### src/rtl/rggen_axi4lite_initiator_if.sv
// AXI4-Lite bus bundle shared by the initiator (master) and rggen register blocks (slave).
interface rggen_axi4lite_if #(
    parameter int ADDRESS_WIDTH = 16,
    parameter int BUS_WIDTH     = 32
);
    logic                       awvalid;
    logic                       awready;
    logic [ADDRESS_WIDTH-1:0]   awaddr;
    logic [2:0]                 awprot;
    logic                       wvalid;
    logic                       wready;
    logic [BUS_WIDTH-1:0]       wdata;
    logic [BUS_WIDTH/8-1:0]     wstrb;
    logic                       bvalid;
    logic                       bready;
    logic [1:0]                 bresp;
    logic                       arvalid;
    logic                       arready;
    logic [ADDRESS_WIDTH-1:0]   araddr;
    logic [2:0]                 arprot;
    logic                       rvalid;
    logic                       rready;
    logic [BUS_WIDTH-1:0]       rdata;
    logic [1:0]                 rresp;

    modport master (
        output awvalid, awaddr, awprot, wvalid, wdata, wstrb, bready,
               arvalid, araddr, arprot, rready,
        input  awready, wready, bvalid, bresp, arready, rvalid, rdata, rresp
    );

    modport slave (
        input  awvalid, awaddr, awprot, wvalid, wdata, wstrb, bready,
               arvalid, araddr, arprot, rready,
        output awready, wready, bvalid, bresp, arready, rvalid, rdata, rresp
    );
endinterface

### src/rtl/rggen_axi4lite_initiator.sv
// Single-outstanding AXI4-Lite master: command stream in, AXI read/write out, response stream back.
// Handshakes: a transfer happens on a rising clk edge where valid && ready; valid and payload
// stay stable until then, and every valid/ready this block drives is decoded from registers only.
module rggen_axi4lite_initiator #(
    parameter int ADDRESS_WIDTH = 16,
    parameter int BUS_WIDTH     = 32
) (
    input  logic                     i_clk,
    input  logic                     i_rst_n,
    input  logic                     i_cmd_valid,
    output logic                     o_cmd_ready,
    input  logic                     i_cmd_write,
    input  logic [ADDRESS_WIDTH-1:0] i_cmd_address,
    input  logic [BUS_WIDTH-1:0]     i_cmd_data,
    input  logic [BUS_WIDTH/8-1:0]   i_cmd_strobe,
    output logic                     o_rsp_valid,
    input  logic                     i_rsp_ready,
    output logic                     o_rsp_write,
    output logic [BUS_WIDTH-1:0]     o_rsp_data,
    output logic [1:0]               o_rsp_status,
    output logic [2:0]               o_state,
    rggen_axi4lite_if.master         axi4lite_if
);
    typedef enum logic [2:0] {
        IDLE     = 3'd0,
        WRITE    = 3'd1,
        WAIT_B   = 3'd2,
        READ     = 3'd3,
        WAIT_R   = 3'd4,
        RESPONSE = 3'd5
    } state_e;

    state_e                     state;
    state_e                     state_next;
    logic                       aw_done;
    logic                       w_done;
    logic                       write_q;
    logic [ADDRESS_WIDTH-1:0]   address_q;
    logic [BUS_WIDTH-1:0]       data_q;
    logic [BUS_WIDTH/8-1:0]     strobe_q;
    logic [BUS_WIDTH-1:0]       rsp_data_q;
    logic [1:0]                 rsp_status_q;

    always_ff @(posedge i_clk or negedge i_rst_n) begin
        if (!i_rst_n) begin
            state <= IDLE;
        end else begin
            state <= state_next;
        end
    end

    // AW and W complete independently; a channel counts as done if it finished earlier or now.
    always_comb begin
        state_next = state;
        case (state)
            IDLE:     if (i_cmd_valid) state_next = i_cmd_write ? WRITE : READ;
            WRITE:    if ((aw_done || axi4lite_if.awready) && (w_done || axi4lite_if.wready))
                          state_next = WAIT_B;
            WAIT_B:   if (axi4lite_if.bvalid) state_next = RESPONSE;
            READ:     if (axi4lite_if.arready) state_next = WAIT_R;
            WAIT_R:   if (axi4lite_if.rvalid) state_next = RESPONSE;
            RESPONSE: if (i_rsp_ready) state_next = IDLE;
            default:  state_next = IDLE;
        endcase
    end

    always_ff @(posedge i_clk or negedge i_rst_n) begin
        if (!i_rst_n) begin
            aw_done      <= 1'b0;
            w_done       <= 1'b0;
            write_q      <= 1'b0;
            address_q    <= '0;
            data_q       <= '0;
            strobe_q     <= '0;
            rsp_data_q   <= '0;
            rsp_status_q <= 2'b00;
        end else begin
            case (state)
                IDLE: begin
                    if (i_cmd_valid) begin
                        write_q   <= i_cmd_write;
                        address_q <= i_cmd_address;
                        data_q    <= i_cmd_data;
                        strobe_q  <= i_cmd_strobe;
                        aw_done   <= 1'b0;
                        w_done    <= 1'b0;
                    end
                end
                WRITE: begin
                    if (axi4lite_if.awready) aw_done <= 1'b1;
                    if (axi4lite_if.wready)  w_done  <= 1'b1;
                end
                WAIT_B: begin
                    if (axi4lite_if.bvalid) begin
                        rsp_data_q   <= '0;
                        rsp_status_q <= axi4lite_if.bresp;
                    end
                end
                WAIT_R: begin
                    if (axi4lite_if.rvalid) begin
                        rsp_data_q   <= axi4lite_if.rdata;
                        rsp_status_q <= axi4lite_if.rresp;
                    end
                end
                default: ;
            endcase
        end
    end

    assign o_cmd_ready         = (state == IDLE);
    assign o_rsp_valid         = (state == RESPONSE);
    assign o_rsp_write         = write_q;
    assign o_rsp_data          = rsp_data_q;
    assign o_rsp_status        = rsp_status_q;
    assign o_state             = state;

    assign axi4lite_if.awvalid = (state == WRITE) && !aw_done;
    assign axi4lite_if.wvalid  = (state == WRITE) && !w_done;
    assign axi4lite_if.bready  = (state == WAIT_B);
    assign axi4lite_if.arvalid = (state == READ);
    assign axi4lite_if.rready  = (state == WAIT_R);
    assign axi4lite_if.awaddr  = address_q;
    assign axi4lite_if.araddr  = address_q;
    assign axi4lite_if.wdata   = data_q;
    assign axi4lite_if.wstrb   = strobe_q;
    assign axi4lite_if.awprot  = 3'b000;
    assign axi4lite_if.arprot  = 3'b000;
endmodule

### src/flat_wrapper.sv
// flat-port wrapper written by rule: the top's interface ports become plain ports
module rggen_axi4lite_initiator_flat 
#(
    parameter int ADDRESS_WIDTH = 16,
    parameter int BUS_WIDTH     = 32
)
  (i_clk, i_rst_n, i_cmd_valid, o_cmd_ready, i_cmd_write, i_cmd_address, i_cmd_data, i_cmd_strobe, o_rsp_valid, i_rsp_ready, o_rsp_write, o_rsp_data, o_rsp_status, o_state, axi4lite_if_awvalid, axi4lite_if_awaddr, axi4lite_if_awprot, axi4lite_if_wvalid, axi4lite_if_wdata, axi4lite_if_wstrb, axi4lite_if_bready, axi4lite_if_arvalid, axi4lite_if_araddr, axi4lite_if_arprot, axi4lite_if_rready, axi4lite_if_awready, axi4lite_if_wready, axi4lite_if_bvalid, axi4lite_if_bresp, axi4lite_if_arready, axi4lite_if_rvalid, axi4lite_if_rdata, axi4lite_if_rresp);
  rggen_axi4lite_if #(.ADDRESS_WIDTH(ADDRESS_WIDTH), .BUS_WIDTH(BUS_WIDTH)) axi4lite_if_i ();
  input  logic i_clk;
  input  logic i_rst_n;
  input  logic i_cmd_valid;
  output logic o_cmd_ready;
  input  logic i_cmd_write;
  input  logic [ADDRESS_WIDTH-1:0] i_cmd_address;
  input  logic [BUS_WIDTH-1:0] i_cmd_data;
  input  logic [BUS_WIDTH/8-1:0] i_cmd_strobe;
  output logic o_rsp_valid;
  input  logic i_rsp_ready;
  output logic o_rsp_write;
  output logic [BUS_WIDTH-1:0] o_rsp_data;
  output logic [1:0] o_rsp_status;
  output logic [2:0] o_state;
  output wire logic [$bits(axi4lite_if_i.awvalid)-1:0] axi4lite_if_awvalid;
  output wire logic [$bits(axi4lite_if_i.awaddr)-1:0] axi4lite_if_awaddr;
  output wire logic [$bits(axi4lite_if_i.awprot)-1:0] axi4lite_if_awprot;
  output wire logic [$bits(axi4lite_if_i.wvalid)-1:0] axi4lite_if_wvalid;
  output wire logic [$bits(axi4lite_if_i.wdata)-1:0] axi4lite_if_wdata;
  output wire logic [$bits(axi4lite_if_i.wstrb)-1:0] axi4lite_if_wstrb;
  output wire logic [$bits(axi4lite_if_i.bready)-1:0] axi4lite_if_bready;
  output wire logic [$bits(axi4lite_if_i.arvalid)-1:0] axi4lite_if_arvalid;
  output wire logic [$bits(axi4lite_if_i.araddr)-1:0] axi4lite_if_araddr;
  output wire logic [$bits(axi4lite_if_i.arprot)-1:0] axi4lite_if_arprot;
  output wire logic [$bits(axi4lite_if_i.rready)-1:0] axi4lite_if_rready;
  input wire logic [$bits(axi4lite_if_i.awready)-1:0] axi4lite_if_awready;
  input wire logic [$bits(axi4lite_if_i.wready)-1:0] axi4lite_if_wready;
  input wire logic [$bits(axi4lite_if_i.bvalid)-1:0] axi4lite_if_bvalid;
  input wire logic [$bits(axi4lite_if_i.bresp)-1:0] axi4lite_if_bresp;
  input wire logic [$bits(axi4lite_if_i.arready)-1:0] axi4lite_if_arready;
  input wire logic [$bits(axi4lite_if_i.rvalid)-1:0] axi4lite_if_rvalid;
  input wire logic [$bits(axi4lite_if_i.rdata)-1:0] axi4lite_if_rdata;
  input wire logic [$bits(axi4lite_if_i.rresp)-1:0] axi4lite_if_rresp;
  assign axi4lite_if_awvalid = axi4lite_if_i.awvalid;
  assign axi4lite_if_awaddr = axi4lite_if_i.awaddr;
  assign axi4lite_if_awprot = axi4lite_if_i.awprot;
  assign axi4lite_if_wvalid = axi4lite_if_i.wvalid;
  assign axi4lite_if_wdata = axi4lite_if_i.wdata;
  assign axi4lite_if_wstrb = axi4lite_if_i.wstrb;
  assign axi4lite_if_bready = axi4lite_if_i.bready;
  assign axi4lite_if_arvalid = axi4lite_if_i.arvalid;
  assign axi4lite_if_araddr = axi4lite_if_i.araddr;
  assign axi4lite_if_arprot = axi4lite_if_i.arprot;
  assign axi4lite_if_rready = axi4lite_if_i.rready;
  assign axi4lite_if_i.awready = axi4lite_if_awready;
  assign axi4lite_if_i.wready = axi4lite_if_wready;
  assign axi4lite_if_i.bvalid = axi4lite_if_bvalid;
  assign axi4lite_if_i.bresp = axi4lite_if_bresp;
  assign axi4lite_if_i.arready = axi4lite_if_arready;
  assign axi4lite_if_i.rvalid = axi4lite_if_rvalid;
  assign axi4lite_if_i.rdata = axi4lite_if_rdata;
  assign axi4lite_if_i.rresp = axi4lite_if_rresp;
  rggen_axi4lite_initiator #(.ADDRESS_WIDTH(ADDRESS_WIDTH), .BUS_WIDTH(BUS_WIDTH)) u_core (.i_clk(i_clk), .i_rst_n(i_rst_n), .i_cmd_valid(i_cmd_valid), .o_cmd_ready(o_cmd_ready), .i_cmd_write(i_cmd_write), .i_cmd_address(i_cmd_address), .i_cmd_data(i_cmd_data), .i_cmd_strobe(i_cmd_strobe), .o_rsp_valid(o_rsp_valid), .i_rsp_ready(i_rsp_ready), .o_rsp_write(o_rsp_write), .o_rsp_data(o_rsp_data), .o_rsp_status(o_rsp_status), .o_state(o_state), .axi4lite_if(axi4lite_if_i));
endmodule
### config.mk
export PLATFORM = sky130hd
export DESIGN_NAME = rggen_axi4lite_initiator_flat
export DESIGN_NICKNAME = d
export VERILOG_FILES = /design/src/rtl/rggen_axi4lite_initiator_if.sv /design/src/rtl/rggen_axi4lite_initiator.sv /design/src/flat_wrapper.sv
export SDC_FILE = /design/constraint.sdc
export NUM_CORES = 1
export LEC_CHECK = 0
export ABC_AREA = 1
export BUFFER_PORTS_ARGS = -buffer_cell sky130_fd_sc_hd__buf_2
export CORE_ASPECT_RATIO = 0.7
export CORE_UTILIZATION = 48
export CTS_CLUSTER_DIAMETER = 120
export DETAILED_ROUTE_END_ITERATION = 8
export PLACE_DENSITY = 0.93
export SLEW_MARGIN = 20
export SYNTH_ARGS = -nofsm -noshare
export SYNTH_HDL_FRONTEND = slang
export SYNTH_SLANG_ARGS = --single-unit
### constraint.sdc
create_clock -name i_clk -period 3.8 [get_ports i_clk]
set_input_delay 0.38 -clock i_clk [delete_from_list [all_inputs] [get_ports i_clk]]
set_output_delay 0.38 -clock i_clk [all_outputs]
set_load 0.01 [all_outputs]
Word-level counts from Yosys, hierarchy flattened
Index checks and enable logic that the tools add are counted.
Cells by class
  reduce and logical (&&, ||, !) cells: 15
  equal/unequal tests: 13
  muxes and demuxes: 19
Operators with widths (number)
  32-bit two-way mux: 2
  32-bit one-hot mux with 2 select lines: 1
  3-bit two-way mux: 6
  3-bit one-hot mux with 6 select lines: 1
  2-bit by 1-bit != test with 1-bit output, second input constant: 5
  3-bit AND reduction: 3
  3-bit by 2-bit == test with 1-bit output, second input constant: 2
  3-bit == test, second input constant: 2
  2-bit two-way mux: 3
  2-bit != test, second input constant: 3
  6-bit AND reduction: 1
  1-bit one-hot mux with 2 select lines: 2
  2-bit one-hot mux with 2 select lines: 1
  2-bit nonzero test: 2
  3-bit by 1-bit == test with 1-bit output, second input constant: 1
  1-bit logical AND: 3
  3-bit logical NOT: 1
  1-bit two-way mux: 3
  1-bit logical NOT: 2
  1-bit logical OR: 2
  2-bit AND reduction: 1
Word-level totals
  register bits after elaboration: 92
  word-level logic and storage cells: 56
  input port bits: 98
  output and inout bits: 119

Logic depth before layout (Yosys ltp)
Gate-level depths: netlist (run 1).
  depth after elaboration: 4
  mapped depth: 8
  gate-level depth less buffers: 8

Least setup slack after synthesis (run 1)
No wires, ideal clock.
  kind: reg2out
  start: register u_core.state[0] (netlist: u_core.o_state[0])
  end: output port axi4lite_if_rready
  path slack: 2.316 ns
  stages on the path, launching flop included: 6
  data required time: 3.420 ns
  data arrival time: 1.104 ns
  path buffers: 2
  path through: dfrtp_1 > buf_2 > nor2_1 > nand2_2 > inv_4 > buf_2
On the way
  word-level cells in the longest chain between the ends: 1
RTL lines
  start: declaration: line rggen_axi4lite_initiator.sv:33  | state_e state;
  start signal: assignment: line rggen_axi4lite_initiator.sv:48  | state <= state_next;
  3-bit == test: line rggen_axi4lite_initiator.sv:121  | assign axi4lite_if.rready = (state == WAIT_R);
  end: declaration: line flat_wrapper.sv:33  | output wire logic [$bits(axi4lite_if_i.rready)-1:0] axi4lite_if_rready;
No other way between the ends.

Worst setup path in the final report (run 1)
  start: register u_core.state[1] (netlist: u_core.o_state[1])
  end: register u_core.write_q (netlist: u_core.o_rsp_write)
On the way
  word-level cells in the longest chain between the ends: 2
RTL lines
  3-bit logical NOT: line rggen_axi4lite_initiator.sv:78  | case (state)
  2-bit AND reduction (no line)
  end signal: assignment: line rggen_axi4lite_initiator.sv:81  | write_q <= i_cmd_write;
  end: declaration: line rggen_axi4lite_initiator.sv:37  | logic write_q;
No other way between the ends.
A chain may end at the register's enable or synchronous reset.

==> key figures, run 1 <==
Cells and area
  • Design area: 0.00526 mm²
  • Syn-to-layout area delta: 30.2%
  • Diodes inserted: 0
  • Ratio of cells with drive above 1 in the final layout: 36.2%
  • Layout Nets: 747

Synthesis
  • Register area share after synthesis: 57.0%
  • Yosys warns: 0
  • Post-synthesis area per instance: 8.64 µm²
  • Number of synthesized register bits: 92
  • EDFF count, synth: 0
  • Post-synth cell types: 21
  • Fraction of registers with async set/reset: 100%
  • Area share of the largest cell type after synthesis: 57.0%
  • Count leader, synth: nand2_1
  • Yosys top cell by area: dfrtp_1
  • Gate Count Post-Synth: 468
  • Most common flop cell mapped by yosys: dfrtp_1
  • Synth cell count leaders: nand2_1 (201), dfrtp_1 (92), nand3_1 (72)
  • Top cells by area, synth: dfrtp_1 (57%), nand2_1 (19%), nand3_1 (8.9%)
  • Syn Std Cell Area: 0.00404 mm²

Timing
  • Final Skew: 0.00620 ns
  • Fin Hold WS: 0.151 ns
  • Worst slew margin: 46.6%
  • TNS Setup: 0 ns
  • Final setup vio count: 0
  • FMAX: 472 MHz
  • Unrepaired setup endpoints after global routing: no
  • Final Hold Violating Endpoints: 0
  • Worst Tran Pin Value: 0.802 ns
  • Tmin final: 2.12 ns
  • Max-slew violation count: 0
  • Tcrit/Tclk final: 55.8%

Clock network
  • Clk_lat worst skew: 0.32 ns
  • Num Clock Sinks: 92
  • H-tree level count: 3
  • Root buffer cell: clkbuf_16
  • Post-cts gate resize count: 0
  • Num CTS Buffers: 9
  • Clock slew at reported path FFs: 0.07 ns
  • Post-CTS Setup Bufs: 0
  • CTS Buffer Depth: 2
  • Clock tree from TritonCTS: done
  • # hold bufs at CTS: 0

GRT
  • Total congestion overflow: 0
  • Initial antenna violation count: 0
  • Gr usage total: 22.7%
  • Largest net degree at the start of global routing: 68
  • Vias in the first global route: 3393
  • First-pass GRT wire length: 16000 µm

Hold path
  • Hold/Removal Path Class: in2async

Worst setup path
  • R2R cell count: 5
  • Crit path kind: reg2reg
  • Critical path required time: 4.04 ns
  • Crit path capture type: register
  • Crit path DAT: 2.36 ns
  • CP Max Fanout: 55
  • CP Launch Type: register

Detailed routing
  • Drc violations: 15
  • Total wire length: 9920 µm
  • WL/cell: 13.1 µm
  • Via density: 5.00
  • DR iter-0 viols: 296
  • DR pass1 iterations: 6
  • Via count: 3774
  • Detail Route Antenna Nets: 0

Pwr
  • Combinational share of power: 38.3%
  • VDD IR-drop max: 0.387 mV
  • Sequential group share of total power: 37.8%
  • Clock power share: 23.9%
  • Pwr Density: 828 mW/mm²
  • Leak pwr: 3.24 nW
  • Cell internal pwr: 0.00270 W
  • Sw Ratio: 38.1%
  • P_sw: 0.00166 W

Floorplan
  • Initial Util: 50.5%
  • Die ar.: 0.00880 mm²
  • Core box area: 0.00801 mm²
  • Die height: 78.8 µm
  • Std cell rows: 27
  • Die Width: 112 µm
  • I/O pin count: 217

Placed design
  • RD Place Congestion: 0.885
  • Hpwl dp: 7100 µm
  • Port bufs: 210
  • Cell Area, Placed: 0.00490 mm²

Job
  • Number of max-cap violations: 0

Status
  • Status: finished, violations left
  • Failing checks: design-rule violations
[metal layers]
metal,global-route usage (%),vias to the layer above,part of all wire (%)
li1,-,1799,-
met1,28.7,1767,41
met2,38.2,188,50
met3,5.04,20,7.0
met4,9.59,0,2.0
met5,0,-,0
[final cells by class]
type                       instances  area, µm²
fill                             661       2750
sequential                        92       2300
multi-input combinational        317       1340
timing repair buffer             211       1060
clock buffer                      10        239
tap                              101        126
clock inverter                     6        119
inverter                          18       72.6
[sequential cells by signal, summed over array words and instances (netlist names), 2 cells and up]
name                       count
u_core.o_rsp_data             32
u_core.o_state                 3
u_core.axi4lite_if.wdata      32
u_core.o_rsp_status            2
u_core.axi4lite_if.wstrb       4
u_core.axi4lite_if.araddr     16
[power groups by stage]
| stage | clock network (W) | logic [W] | registers, W |
|---|---|---|---|
| 3_3_place_gp | 0 | 0.00162 | 0.00162 |
| 5_1_grt | 0.00111 | 0.00186 | 0.00170 |
| 6_report | 0.00104 | 0.00167 | 0.00165 |
| 4_1_cts | 0.00107 | 0.00169 | 0.00164 |
| 2_1_floorplan | 0 | 0.000937 | 0.00182 |
| 3_5_place_dp | 0 | 0.00168 | 0.00165 |
[layout by cell type, fill, tap and decap left out, types with 2 or more instances in the layout]
master	Yosys	layout
conb_1	1	6
nand2_1	201	201
buf_2	8	209
inv_4	2	2
o22ai_1	2	2
nor2_1	19	19
nand2_2	4	4
nand3_1	72	72
bufinv_16	0	3
clkbuf_16	0	9
dfrtp_1	92	92
inv_1	15	15
o21ai_0	6	6
buf_4	27	2
o21a_1	2	2
[worst paths after layout]
path	from	endpoint	slack, ns
setup / recovery	u_core.o_state[1]	u_core.o_rsp_write	1.68
hold / removal	i_rst_n	u_core.o_rsp_data[10]	0.15
setup reg to reg	u_core.o_state[1]	u_core.o_rsp_write	1.68
hold reg to reg	u_core.axi4lite_if.wdata[24]	u_core.axi4lite_if.wdata[24]	0.47
max in group asynchronous	i_rst_n	u_core.o_rsp_data[25]	2.79
min in group i_clk	i_cmd_data[3]	u_core.axi4lite_if.wdata[3]	0.25
[critical path, stage by stage, from the launching register on]
cell and delay [ns]:
dfrtp_1 0.47, nor2_2 0.21, nand2_2 0.12, nor2_8 0.56, inv_4 0.38, o21ai_0 0.28
[metrics by stage]
stage | total power (W) | setup slack, ns | cells | util, %
finish | 0.00436 | 1.68 | 755 | 65.7
CTS | 0.00440 | 1.63 | 755 | 65.7
global placement | 0.00324 | 1.76 | 739 | 61.2
detailed placement | 0.00334 | 1.66 | 739 | 61.2
floorplan | 0.00276 | 2.32 | 473 | -
global route | 0.00467 | 1.40 | 755 | 65.7
[logic make-up after synthesis]
kind of cell	share of synthesized area [%]
AND/OR/NAND/NOR	31.1
flip-flops	57.0
buffers and inverters	10.3
AO/OA/AOI/OAI	1.55
other	0.0928
(Power assumes the default switching activity.)
==> run 2, diff against run 1 <==
- ABC_AREA: 1 -> 0
- CORE_UTILIZATION: 48 -> 44
- PLACE_DENSITY: 0.93 -> 0.88
- clock period: 3.8 -> 2.1 ns (I/O delays scaled with it)
==> key figures, run 2 <==
Synthesis
  • Post-synth cell types: 31 (+48%)
  • Gate Count Post-Synth: 260 (-44%)
  • Most common flop cell mapped by yosys: dfrtp_1
  • Number of synthesized register bits: 92 (unchanged)
  • Fraction of registers with async set/reset: 100% (unchanged)
  • Yosys top cell by area: dfrtp_1
  • Synth cell count leaders: dfrtp_1 (92), a22o_1 (32), mux2_4 (30)
  • Register area share after synthesis: 59.3% (+2.4 points)
  • EDFF count, synth: 0 (unchanged)
  • Count leader, synth: dfrtp_1
  • Post-synthesis area per instance: 14.9 µm² (+73%)
  • Area share of the largest cell type after synthesis: 59.3% (+2.4 points)
  • Syn Std Cell Area: 0.00388 mm² (-4.0%)
  • Yosys warns: 0 (unchanged)
  • Top cells by area, synth: dfrtp_1 (59%), mux2_4 (12%), mux2_2 (7.3%)

Hold path
  • Hold/Removal Path Class: in2reg
  • Hold path cells: 2
  • Hold Crit Start: axi4lite_if_rdata[0]
  • WHS Endpoint: u_core.o_rsp_data[0]

Cells and area
  • Fin util: 60.7% (-5.0 points)
  • FILL cells: 690 (+4.4%)
  • Layout Nets: 552 (-26%)
  • Diodes inserted: 0 (unchanged)
  • Multi-input gate area: 0.00129 mm² (-3.5%)
  • Commonest non-fill, non-tap cell in the layout: buf_2
  • Highest-count cells in the layout ignoring fill and taps: buf_2 (209), dfrtp_1 (92), a22o_1 (32), mux2_4 (30), mux2_2 (25)
  • Design area: 0.00517 mm² (-1.7%)
  • Ratio of cells with drive above 1 in the final layout: 62.7% (+27 points)
  • Reg area: 0.00230 mm² (unchanged)
  • Syn-to-layout area delta: 33.3%
  • Non-Filler Instances: 579 (-23%)

Placed design
  • RD Place Congestion: 0.735 (-17%)
  • Port bufs: 210 (unchanged)
  • Hpwl dp: 6370 µm (-10%)
  • Pre-CTS WS: 0.0686 ns (-1.59 ns)
  • DP Cell Count: 562 (-24%)
  • Cell Area, Placed: 0.00487 mm² (-0.61%)

Timing
  • Max-slew violation count: 0 (unchanged)
  • FMAX: 549 MHz (+16%)
  • Tcrit/Tclk final: 86.7% (+31 points)
  • Worst setup margin: 0.280 ns (-1.40 ns)
  • Worst Tran Pin Value: 0.594 ns (-0.208 ns)
  • Worst slew margin: 60.4% (+14 points)
  • TNS Setup: 0 ns (unchanged)
  • Final Skew: 0.00463 ns (-0.00157 ns)
  • Tmin final: 1.82 ns (-0.300 ns)
  • Unrepaired setup endpoints after global routing: no
  • Final setup vio count: 0 (unchanged)
  • Final Hold Violating Endpoints: 0 (unchanged)

Clock network
  • Clk_lat worst skew: 0.33 ns (about the same)
  • Post-cts gate resize count: 0 (unchanged)
  • Clock slew at reported path FFs: 0.06 ns (about the same)
  • Num Clock Sinks: 92 (unchanged)
  • Root buffer cell: clkbuf_16
  • H-tree level count: 3 (unchanged)
  • Clock tree from TritonCTS: done
  • Num CTS Buffers: 9 (unchanged)
  • CTS Buffer Depth: 2 (unchanged)

Worst setup path
  • Reg-to-Reg Start: u_core.o_state[1]
  • Crit path kind: reg2reg
  • Cell family with most CP delay: flip-flops
  • R2r endpoint: u_core.axi4lite_if.wdata[30]
  • Critical path required time: 2.31 ns (-1.73 ns)
  • R2R cell count: 3 (-2)
  • Crit path capture type: register
  • Crit path DAT: 2.03 ns (-0.33 ns)
  • CP max-delay cell: dfrtp_1
  • Crit-path cells: nor4b_4 > buf_12 > mux2_2
  • WP buf/inv: 1 (unchanged)
  • CP max stage delay: 0.54 ns (-0.02 ns)
  • Reg-to-reg setup timing slack: 0.28 ns (-1.40 ns)
  • CP Max Fanout: 53 (-3.6%)
  • CP Launch Type: register

Floorplan
  • I/O pin count: 217 (unchanged)
  • Std cell rows: 28 (+3.7%)
  • Core box area: 0.00851 mm² (+6.3%)
  • Die ar.: 0.00920 mm² (+4.6%)
  • Die Width: 114 µm (+2.3%)
  • Die height: 80.6 µm (+2.3%)
  • Initial Util: 45.6% (-4.9 points)

GRT
  • Vias in the first global route: 2664 (-21%)
  • Gr usage total: 19.3% (-3.4 points)
  • Total congestion overflow: 0 (unchanged)
  • Initial antenna violation count: 0 (unchanged)
  • First-pass GRT wire length: 13500 µm (-16%)
  • Largest net degree at the start of global routing: 54 (-21%)

Detailed routing
  • Met2 wire len: 4400 µm (-11%)
  • DR pass1 iterations: 4 (-2)
  • Metal-1 WL: 3650 µm (-10%)
  • Metal3 WL: 578 µm (-17%)
  • Via count: 2849 (-25%)
  • Via density: 4.92 (-1.6%)
  • Drc violations: 0 (-15)
  • Total wire length: 8780 µm (-11%)
  • Top sig layer: met4
  • Detail Route Antenna Nets: 0 (unchanged)
  • DR iter-0 viols: 157 (-47%)
  • WL/cell: 15.2 µm (+15%)

Job
  • Number of max-cap violations: 0 (unchanged)

Pwr
  • Leak pwr: 2.74 nW (-15%)
  • P_sw: 0.00281 W (+70%)
  • Sequential group share of total power: 38.1% (+0.3 points)
  • Clock power share: 18.9% (-5.0 points)
  • Cell internal pwr: 0.00539 W (+100%)
  • Sw Ratio: 34.3% (-3.8 points)
  • Combinational share of power: 43.0% (+4.7 points)
  • Pwr Density: 1590 mW/mm² (+92%)
  • VDD IR-drop max: 0.773 mV (+100%)

Status
  • Status: complete, no violations
## run 2: cell count changes after synthesis, moves of 14 or more
cell | previous run | this run
nand2_1 | 201 | 4
inv_1 | 15 | 1
mux2_4 | 0 | 30
a22o_1 | 0 | 32
mux2_2 | 0 | 25
nand3_1 | 72 | 1
## run 2: worst max path at each step
stage               cells after the start               from                       endpoint  slack, ns
global route                            4  u_core.o_state[1]            axi4lite_if_awvalid       0.17
global placement                        3  u_core.o_state[1]          u_core.o_rsp_data[31]       0.19
floorplan                               4  u_core.o_state[0]  u_core.axi4lite_if.araddr[10]       0.37
finish                                  3  u_core.o_state[1]   u_core.axi4lite_if.wdata[30]       0.28
CTS                                     3  u_core.o_state[1]          u_core.o_rsp_data[16]       0.07
detailed placement                      3  u_core.o_state[1]          u_core.o_rsp_data[22]       0.07
## run 2: kinds of logic (layout without fill, tap and decap cells)
family / Yosys count / after routing / synth area share [%]
and+or+nand+nor: 25 / 25 / 4.16
other: 1 / 6 / 0.0967
AOI/OAI and AO/OA: 45 / 45 / 9.22
DFF: 92 / 92 / 59.3
buffers and inverters: 40 / 234 / 7.80
muxes: 57 / 57 / 19.4
## run 2: layer usage
metal  global-route usage, %  vias up
li1                        -     1291
met1                    24.0     1413
met2                    31.8      130
met3                    5.51       15
met4                    7.92        0
met5                       0        -
## run 2: through the flow
stage | hold slack, ns | total power [W]
6_report | 0.0973 | 0.00821
5_1_grt | 0.0851 | 0.00870
4_1_cts | 0.0827 | 0.00829
3_5_place_dp | 0.246 | 0.00669
3_3_place_gp | 0.235 | 0.00653
2_1_floorplan | -0.0856 | 0.00552
## run 2: power groups by stage
stage	logic [W]	clock network, W	registers, W
6_report	0.00353	0.00155	0.00312
5_1_grt	0.00380	0.00167	0.00323
4_1_cts	0.00357	0.00160	0.00312
3_5_place_dp	0.00355	0	0.00313
3_3_place_gp	0.00345	0	0.00308
2_1_floorplan	0.00206	0	0.00345
## run 2: timing repair
action	CTS	global route
hold buffers	1	0
endpoints found under the setup margin	0	0
buffers inserted	0	0
hold endpoints to repair	44	0
## run 2: cell type report
cell class | count | area share, %
Clock buffer | 12 | 4.57
Clock inverter | 4 | 0.968
Inverter | 1 | 0.0726
Multi-Input combinational cell | 133 | 25.0
Sequential cell | 92 | 44.5
Tap cell | 120 | 2.90
Timing Repair Buffer | 217 | 21.9
## run 2: worst reg2reg max path, stage by stage (launching register included)
cell and delay (ns):
dfrtp_1 0.54, nor4b_4 0.39, buf_12 0.34, mux2_2 0.44
